[src/rtl/quad_step_gen_if.sv]
// Encoder-side bundle for quad_step_gen: raw phases/index in, counter strobes out.
// master = encoder/stimulus side, slave = the quad_step_gen front end.
// Pure wiring, no storage.
interface quad_step_gen_if;
  logic qa;
  logic qb;
  logic idx;
  logic clr_err;
  logic step;
  logic dir;
  logic load;
  logic err;

  modport master (
    output qa, qb, idx, clr_err,
    input  step, dir, load, err
  );

  modport slave (
    input  qa, qb, idx, clr_err,
    output step, dir, load, err
  );
endinterface

[src/rtl/quad_step_gen.sv]
// Quadrature front end: sync + debounce A/B, decode steps/direction, index load strobe.
// Latency: phase edge to step 3+DEB_CYCLES edges, idx rising to load 3 edges; all outputs registered.
// No backpressure: strobes are single-cycle pulses. Define QUAD_ERR_EN to build illegal-transition err/clr_err.
module quad_step_gen #(
  parameter int DEB_CYCLES = 4  // 1..16
) (
  input  logic           clk,
  input  logic           reset,
  quad_step_gen_if.slave bus
);

  localparam logic [3:0] DEB_MAX = 4'(DEB_CYCLES - 1);

  // bit2 = idx, bit1 = qa, bit0 = qb, so the low two bits read directly as S = {a, b}
  logic [2:0]      sync1_q, sync1_d;
  logic [2:0]      sync2_q, sync2_d;
  logic [1:0]      filt_q, filt_d;
  logic [1:0]      prev_q, prev_d;
  logic [1:0][3:0] cnt_q, cnt_d;
  logic [1:0]      settle_q, settle_d;
  logic            idx_prev_q, idx_prev_d;
  logic            step_q, step_d;
  logic            dir_q, dir_d;
  logic            load_q, load_d;
  logic            settled;

`ifdef QUAD_ERR_EN
  logic            err_q, err_d;
`else
  logic            unused_clr_err;
  assign unused_clr_err = bus.clr_err;
`endif

  // Three edges after reset release the synchronisers hold real input levels
  assign settled = (settle_q == 2'd3);

  // Synchronisers, settle window and per-phase debounce
  always_comb begin
    sync1_d    = {bus.idx, bus.qa, bus.qb};
    sync2_d    = sync1_q;
    idx_prev_d = sync2_q[2];
    filt_d     = filt_q;
    cnt_d      = cnt_q;
    settle_d   = settle_q;
    prev_d     = filt_q;
    if (!settled) begin
      // Adopt whatever the encoder sits at; P follows so no step is seen on exit
      settle_d = settle_q + 2'd1;
      filt_d   = sync2_q[1:0];
      prev_d   = sync2_q[1:0];
      cnt_d    = '0;
    end else begin
      for (int i = 0; i < 2; i++) begin
        if (sync2_q[i] == filt_q[i]) begin
          cnt_d[i] = '0;
        end else if (cnt_q[i] == DEB_MAX) begin
          filt_d[i] = sync2_q[i];
          cnt_d[i]  = '0;
        end else begin
          cnt_d[i] = cnt_q[i] + 4'd1;
        end
      end
    end
  end

  // Gray-code decode of P -> S, index edge detect, sticky error
  always_comb begin
    step_d = 1'b0;
    dir_d  = dir_q;
    load_d = 1'b0;
`ifdef QUAD_ERR_EN
    err_d  = err_q;
    // clear first so a simultaneous illegal transition re-sets it
    if (bus.clr_err) err_d = 1'b0;
`endif
    if (settled) begin
      load_d = sync2_q[2] & ~idx_prev_q;
      case ({prev_q, filt_q})
        4'b00_01, 4'b01_11, 4'b11_10, 4'b10_00: begin
          step_d = 1'b1;
          dir_d  = 1'b1;
        end
        4'b00_10, 4'b10_11, 4'b11_01, 4'b01_00: begin
          step_d = 1'b1;
          dir_d  = 1'b0;
        end
        4'b00_11, 4'b11_00, 4'b01_10, 4'b10_01: begin
          // both phases moved in one sample: direction unknown, count nothing
`ifdef QUAD_ERR_EN
          err_d = 1'b1;
`endif
        end
        default: begin
        end
      endcase
    end
  end

  // State registers, cleared asynchronously
  always_ff @(posedge clk or negedge reset) begin
    if (!reset) begin
      sync1_q    <= '0;
      sync2_q    <= '0;
      filt_q     <= '0;
      prev_q     <= '0;
      cnt_q      <= '0;
      settle_q   <= '0;
      idx_prev_q <= 1'b0;
      step_q     <= 1'b0;
      dir_q      <= 1'b0;
      load_q     <= 1'b0;
    end else begin
      sync1_q    <= sync1_d;
      sync2_q    <= sync2_d;
      filt_q     <= filt_d;
      prev_q     <= prev_d;
      cnt_q      <= cnt_d;
      settle_q   <= settle_d;
      idx_prev_q <= idx_prev_d;
      step_q     <= step_d;
      dir_q      <= dir_d;
      load_q     <= load_d;
    end
  end

`ifdef QUAD_ERR_EN
  // Sticky illegal-transition flag
  always_ff @(posedge clk or negedge reset) begin
    if (!reset) err_q <= 1'b0;
    else        err_q <= err_d;
  end
  assign bus.err = err_q;
`else
  assign bus.err = 1'b0;
`endif

  assign bus.step = step_q;
  assign bus.dir  = dir_q;
  assign bus.load = load_q;

endmodule

[src/flat_wrapper.sv]
// flat-port wrapper written by rule: the top's interface ports become plain ports
module quad_step_gen_flat 
#(
  parameter int DEB_CYCLES = 4          
)
  (clk, reset, bus_qa, bus_qb, bus_idx, bus_clr_err, bus_step, bus_dir, bus_load, bus_err);
  quad_step_gen_if bus_i ();
  input  logic clk;
  input  logic reset;
  input wire logic [$bits(bus_i.qa)-1:0] bus_qa;
  input wire logic [$bits(bus_i.qb)-1:0] bus_qb;
  input wire logic [$bits(bus_i.idx)-1:0] bus_idx;
  input wire logic [$bits(bus_i.clr_err)-1:0] bus_clr_err;
  output wire logic [$bits(bus_i.step)-1:0] bus_step;
  output wire logic [$bits(bus_i.dir)-1:0] bus_dir;
  output wire logic [$bits(bus_i.load)-1:0] bus_load;
  output wire logic [$bits(bus_i.err)-1:0] bus_err;
  assign bus_i.qa = bus_qa;
  assign bus_i.qb = bus_qb;
  assign bus_i.idx = bus_idx;
  assign bus_i.clr_err = bus_clr_err;
  assign bus_step = bus_i.step;
  assign bus_dir = bus_i.dir;
  assign bus_load = bus_i.load;
  assign bus_err = bus_i.err;
  quad_step_gen #(.DEB_CYCLES(DEB_CYCLES)) u_core (.clk(clk), .reset(reset), .bus(bus_i));
endmodule
[config.mk]
export PLATFORM = sky130hd
export DESIGN_NAME = quad_step_gen_flat
export DESIGN_NICKNAME = d
export VERILOG_FILES = /design/src/rtl/quad_step_gen_if.sv /design/src/rtl/quad_step_gen.sv /design/src/flat_wrapper.sv
export SDC_FILE = /design/constraint.sdc
export NUM_CORES = 1
export LEC_CHECK = 0
export CORE_MARGIN = 8
export CORE_UTILIZATION = 57
export DETAILED_ROUTE_END_ITERATION = 8
export PLACE_DENSITY = 0.84
export SLEW_MARGIN = 5
export SYNTH_ARGS = -nofsm -noshare
export SYNTH_HDL_FRONTEND = slang
export SYNTH_SLANG_ARGS = --single-unit
[constraint.sdc]
create_clock -name clk -period 2.2 [get_ports clk]
set_input_delay 0.22 -clock clk [delete_from_list [all_inputs] [get_ports clk]]
set_output_delay 0.22 -clock clk [all_outputs]
set_load 0.01 [all_outputs]
==> flow_metrics.tcl <==
set metrics [dict create \
    final_max_slew_viol_count 0 \
    rows 14 \
    drt_iter0_drc 5 \
    path_class "reg2reg" \
    synth.distinct_cells 20 \
    layout_setup_ws_ns 0.6579 \
    path_delay_family "flip-flops" \
    critPathMaxFanout 10 \
    p_switching_w 0.0003365 \
    critPathRequiredTime_ns 2.39 \
    cts-resized-gates 0 \
    drc 0 \
    syn_area_per_cell_um2 13.53 \
    skew_ns 0.001795 \
    outcome "complete, no violations" \
    place_congestion 0.7027 \
    setup_viol 0 \
    end_kind "flop" \
    crit_arrival_ns 1.74 \
    p_leak_nw 0.4755 \
    hold_violations 0 \
    place_ws_ns 0.6517 \
    dieHeight_um 56.47 \
    cts_sinks 24 \
    critPathLaunchType "flop" \
    grt_overflow 0 \
    insertion_delay_ns 0.29 \
    initial_utilization_pct 61.25 \
    drive_above_1_share_pct 16.46 \
    rsz0062_at_grt "false" \
    die-width_um 56.47 \
    yosysMostFrequentCell "dfrtp_1" \
    grt_max_degree 25 \
    clk_path_buf_depth 2 \
    diodes 0 \
    port_buffers 7 \
    synth_fp_nets 78 \
    slowest_stage "dfrtp_1" \
    synth-edff-count 0 \
    ir_worst_vdd_uv 669.2 \
    ios 10 \
    power.density_nw_per_um2 1102 \
    ys_ff_latch 24 \
    async_reset_ff_share_pct 100.0 \
    cts_hold_buf 0 \
    finalCritPeriodShare_pct 70.10 \
    area_growth_pct 12.73 \
    max_stage_delay_ns 0.38 \
    fill_cells 113 \
    track_usage_pct 7.845 \
    hold_class "in2async" \
    cts_buffers 3 \
    cts-root-buf "clkbuf_4" \
    antenna_found_initial 0 \
    setup-tns-final_ns 0 \
    tritoncts "built" \
    grt_pass1_wl_um 2132 \
    fin_crit_ns 1.542 \
    yosys.area.top_type "dfrtp_1" \
    clockPowerShare_pct 18.5 \
    core-area_um2 1524 \
    htree_levels 1 \
    antenna_left 0 \
    nets 89 \
    dr.pass1.iters 2 \
    yosysWarnings 0 \
    comb_power_share_pct 28.8 \
    worst-path-buf-inv 1 \
    yosys_most_used_dff "dfrtp_1" \
    viasPerCell 5.263 \
    cp_cell_sequence "ha_1, inv_1, a21oi_1, mux2_2" \
    dieArea_um2 3188 \
    vias 500 \
    grt_pass1_vias 536 \
    internal-power_w 0.0008226 \
    yosys-top-cells-area "dfrtp_1 64%, mux2_2 7.2%, xor2_1 4.7%" \
    synth-seq-area-share_pct 64.34 \
    syn_inst 69 \
    drv_cap 0 \
    p_seq_share_pct 52.7 \
    netlist_top_cells_count "24 x dfrtp_1, 6 x mux2_2, 6 x nor2_1, 5 x a21oi_1, 5 x xor2_1" \
    synth_top_area_share_pct 64.34 \
    max_freq_ghz 0.6485 \
    post-cts-setup-buffer-count 0 \
    wl_per_cell_um 12.34 \
    clkTransAtPathRegs_ns 0.12 \
    routed_wl_um 1172 \
    switching_share_pct 29.03 \
    place_hpwl_um 889.3 \
    syn_area_um2 933.4 \
]
worst register-to-register path: cells and delay by family (launching register included):
| kind | cells | cell delay, ns |
|---|---|---|
| muxes | 1 | 0.34 |
| buffers and inverters | 1 | 0.17 |
| adders and majority gates | 1 | 0.38 |
| AOI/OAI and AO/OA | 1 | 0.17 |
| DFF | 1 | 0.38 |
layer usage:
layer	share of wire, %	global-route usage, %	up-vias
met1	49	9.634	242
met5	0	0	-
met2	45	12.23	8
met3	5.5	2.697	0
li1	-	-	250
met4	0	3.093	0
sequential cells by signal (all words and copies together), names as in the netlist:
name	cells
u_core.filt_q	2
u_core.cnt_q	8
u_core.prev_q	2
u_core.idx_prev_q	1
u_core.bus.dir	1
u_core.bus.load	1
u_core.sync2_q	3
u_core.bus.step	1
u_core.settle_q	2
u_core.sync1_q	3
logic make-up (layout without fill, tap and decap cells):
kind of cell / after synthesis / in the layout / synth area share [%]
flops: 24 / 24 / 64.34
simple gates: 16 / 16 / 8.312
compound gates: 8 / 8 / 5.361
xor+xnor: 8 / 8 / 8.312
mux: 6 / 6 / 7.238
fa+ha+maj: 3 / 3 / 4.022
buf+inv: 3 / 13 / 2.010
other cells: 1 / 1 / 0.4018
layout make-up:
cell class / instances / area, um^2 / share of cell area [%]
sequential: 24 / 600.6 / 57.07
multi-input combinational: 42 / 314.1 / 29.85
timing repair buffer: 8 / 77.57 / 7.372
clock buffer: 4 / 36.28 / 3.448
tap: 16 / 20.02 / 1.902
inverter: 1 / 3.754 / 0.3567
power groups by stage:
stage,Combinational (W),Clock (W),Sequential (W)
floorplan,0.000234,0,0.000619
global placement,0.000320,0,0.000616
detailed placement,0.000339,0,0.000622
CTS,0.000341,0.000226,0.000611
global route,0.000378,0.000243,0.000626
finish,0.000334,0.000214,0.000611
cell usage in the layout, fill, tap and decap left out:
cell type / Yosys / routed
nor2_1: 6 / 6
nand3b_1: 1 / 1
inv_1: 1 / 1
xor2_1: 5 / 5
clkbuf_4: 0 / 3
a211oi_1: 1 / 1
xnor2_1: 2 / 2
nand2b_1: 1 / 1
ha_1: 3 / 3
conb_1: 1 / 1
a21oi_1: 5 / 5
buf_4: 2 / 1
a211oi_2: 1 / 1
and3_1: 2 / 2
o21ai_1: 1 / 1
nand2_1: 3 / 3
mux2_2: 6 / 6
nor3b_1: 1 / 1
nand3_1: 2 / 2
xor2_2: 1 / 1
clkdlybuf4s50_1: 0 / 7
dfrtp_1: 24 / 24
clkbuf_8: 0 / 1
through the flow:
step                hold WS [ns]  area, um^2  util [%]  total power [W]  std cells
floorplan               -0.07559       933.4         -        0.0008527         69
global placement          0.3334        1016     66.67        0.0009356         91
detailed placement        0.3451        1016     66.67        0.0009604         91
CTS                       0.2502        1052     69.05         0.001178         95
global route              0.2650        1052     69.05         0.001248         95
finish                    0.2568        1052     69.05         0.001159         95
final timing paths:
check	start	end	slack [ns]	depth (start not counted)
worst max-delay path	u_core.settle_q[0]	u_core.filt_q[1]	0.66	4
worst max register to register	u_core.settle_q[0]	u_core.filt_q[1]	0.66	4
max in group asynchronous	reset	u_core.cnt_q[1]	1.72	2
worst min register to register	u_core.sync1_q[1]	u_core.sync2_q[1]	0.37	0
min in group clk	bus_qa	u_core.sync1_q[1]	0.35	1
worst min-delay path	reset	u_core.sync2_q[1]	0.26	2
Power figures use the tool's default switching activity.
==> RTL change (config.mk and constraints unchanged) <==
Build with the macro `QUAD_ERR_EN` defined.
--- a/src/rtl/quad_step_gen.sv
+++ b/src/rtl/quad_step_gen.sv
@@ -2,4 +2,6 @@
 // Latency: phase edge to step 3+DEB_CYCLES edges, idx rising to load 3 edges; all outputs registered.
 // No backpressure: strobes are single-cycle pulses. Define QUAD_ERR_EN to build illegal-transition err/clr_err.
+`define QUAD_ERR_EN
+
 module quad_step_gen #(
   parameter int DEB_CYCLES = 4  // 1..16
Behaviour: not the same (Yosys sat finds a counterexample within 10 cycles, from zero or initial values and one cycle with reset low).
==> RTL change against the unedited design <==
Total power up 11%. Routed wire length up 20%. Die area up 2.7%. Setup slack better by 47 ps. Critical path depth unchanged. Sequential cell count up 1. Design area up 5.1%. Count of clock-buffer cells in the layout unchanged. Via count up 7.0%. Area after synthesis up 3.8%. Largest cell class unchanged. Highest routed layer is now met4.
==> RTL change: results (changes against the unedited design) <==
total track usage=9.34% (+1.5 points); Cell variety after synth=21 (+5.0%); worst min path class=input pin to async pin; nets=94 (+5.6%); RR Startpoint=u_core.settle_q[0]; Max VDD drop=0.656 mV (-1.9%); Slew HR=71.5%; Regs by FF count=u_core.cnt_q (8), u_core.sync1_q (3), u_core.sync2_q (3); crit-path max FO=11 (+1); Post-synth ARST share=100% (unchanged); initial DRC count=2 (-3); synth warn=0 (unchanged); largest net degree at the start of global routing=17 (-32%); CP peak stage delay=390 ps; most frequent cells after synthesis=dfrtp_1, xnor2_1, mux2_2, nor2_1; Slowest-stage cell, CP=ha_1; r2r worst-path depth=4 (unchanged); Placed Area=1080 um2 (+6.3%); drt wl/cell=13.9 um (+13%); leakage=0.496 nW (+4.4%); Post-Syn Nets=80 (+2.6%); total clock buffers created by CTS=3 (unchanged); H-tree depth=1 (unchanged); met2 wire length=719 um (+36%); antenna violations before repair=0 (unchanged); top cell family by delay on the critical path=adder cells; Clock Skew=5.01 ps (+3.22 ps); I/O Buffers=9 (+2); clock tree buffer depth=2 (unchanged); global-route wire length before repair=2.40 mm (+13%); Synth area leaders=dfrtp_1, mux2_2, xnor2_1; Crit Reg-Reg Endpoint=u_core.filt_q[1]; GPL Wtd Cong=0.691 (-1.6%); Clk Latency, worst-skew pair=310 ps (+20 ps); fraction of layout cells with a size suffix above 1=13.1% (-3.4 points); drt pass-1 iters=3 (+1); HPWL Detailed=1.09 mm (+22%); Seq/Total Area, Yosys=64.6% (+0.26 points); Worst-path clk slew=130 ps; clk root buf=clkbuf_4; post-CTS sizing=0 (unchanged); reg2reg setup slack=710 ps (+50 ps); Vias=535 (+7.0%); status=finished, final reports clean; met3 WL post-DR=62 um (-4.6%); # diodes=0 (unchanged); post-CTS setup buffer count=0 (unchanged); uppermost layer routed=met4; Met1 Routed Length=608 um (+5.4%); vias in the first global route=569 (+6.2%)
RTL change: cell families after synthesis:
family          Yosys count  synth area share (%)
simple gates             15                  8.27
mux                       5                  5.81
flops                    25                  64.6
fa+ha+maj                 3                  3.88
compound gates           10                  6.85
xor+xnor                 10                  9.04
buf+inv                   3                  1.55
RTL change: final cells by class:
type	count	area [um2]
Fill cell	129	564
Inverter	2	7.51
Tap cell	17	21.3
Multi-Input combinational cell	43	328
Sequential cell	25	626
Clock buffer	4	26.3
Timing Repair Buffer	10	97.6
RTL change: per-stage QoR:
stage	worst slack (ps)	cells	hold slack (ps)	power, mW
floorplan	929	71	-75.6	0.964
global placement	767	97	333	1.09
detailed placement	711	97	336	1.11
CTS	700	101	194	1.31
global route	635	101	227	1.37
finish	705	101	198	1.29
RTL change: worst max-delay path by stage:
stage | startpoint | end | slack [ps]
2_1_floorplan | u_core.settle_q[0] | u_core.filt_q[0] | 930
3_3_place_gp | u_core.settle_q[0] | u_core.filt_q[1] | 770
3_5_place_dp | u_core.settle_q[0] | u_core.filt_q[1] | 710
4_1_cts | u_core.settle_q[0] | u_core.filt_q[1] | 700
5_1_grt | u_core.settle_q[0] | u_core.filt_q[1] | 640
6_report | u_core.settle_q[0] | u_core.filt_q[1] | 710
RTL change: power by group:
| group | internal (mW) | switching [mW] | total [mW] | leakage (nW) |
|---|---|---|---|---|
| registers | 0.573 | 0.0922 | 0.665 | 0.301 |
| clock network | 0.0707 | 0.124 | 0.195 | 0.0150 |
| logic | 0.245 | 0.183 | 0.428 | 0.180 |
RTL change: routing by layer:
| layer | up-vias | GRT usage [%] |
|---|---|---|
| met3 | 2 | 2.69 |
| met4 | 0 | 6.43 |
| li1 | 266 | - |
| met1 | 260 | 10.2 |
| met5 | - | 0 |
| met2 | 7 | 15.3 |
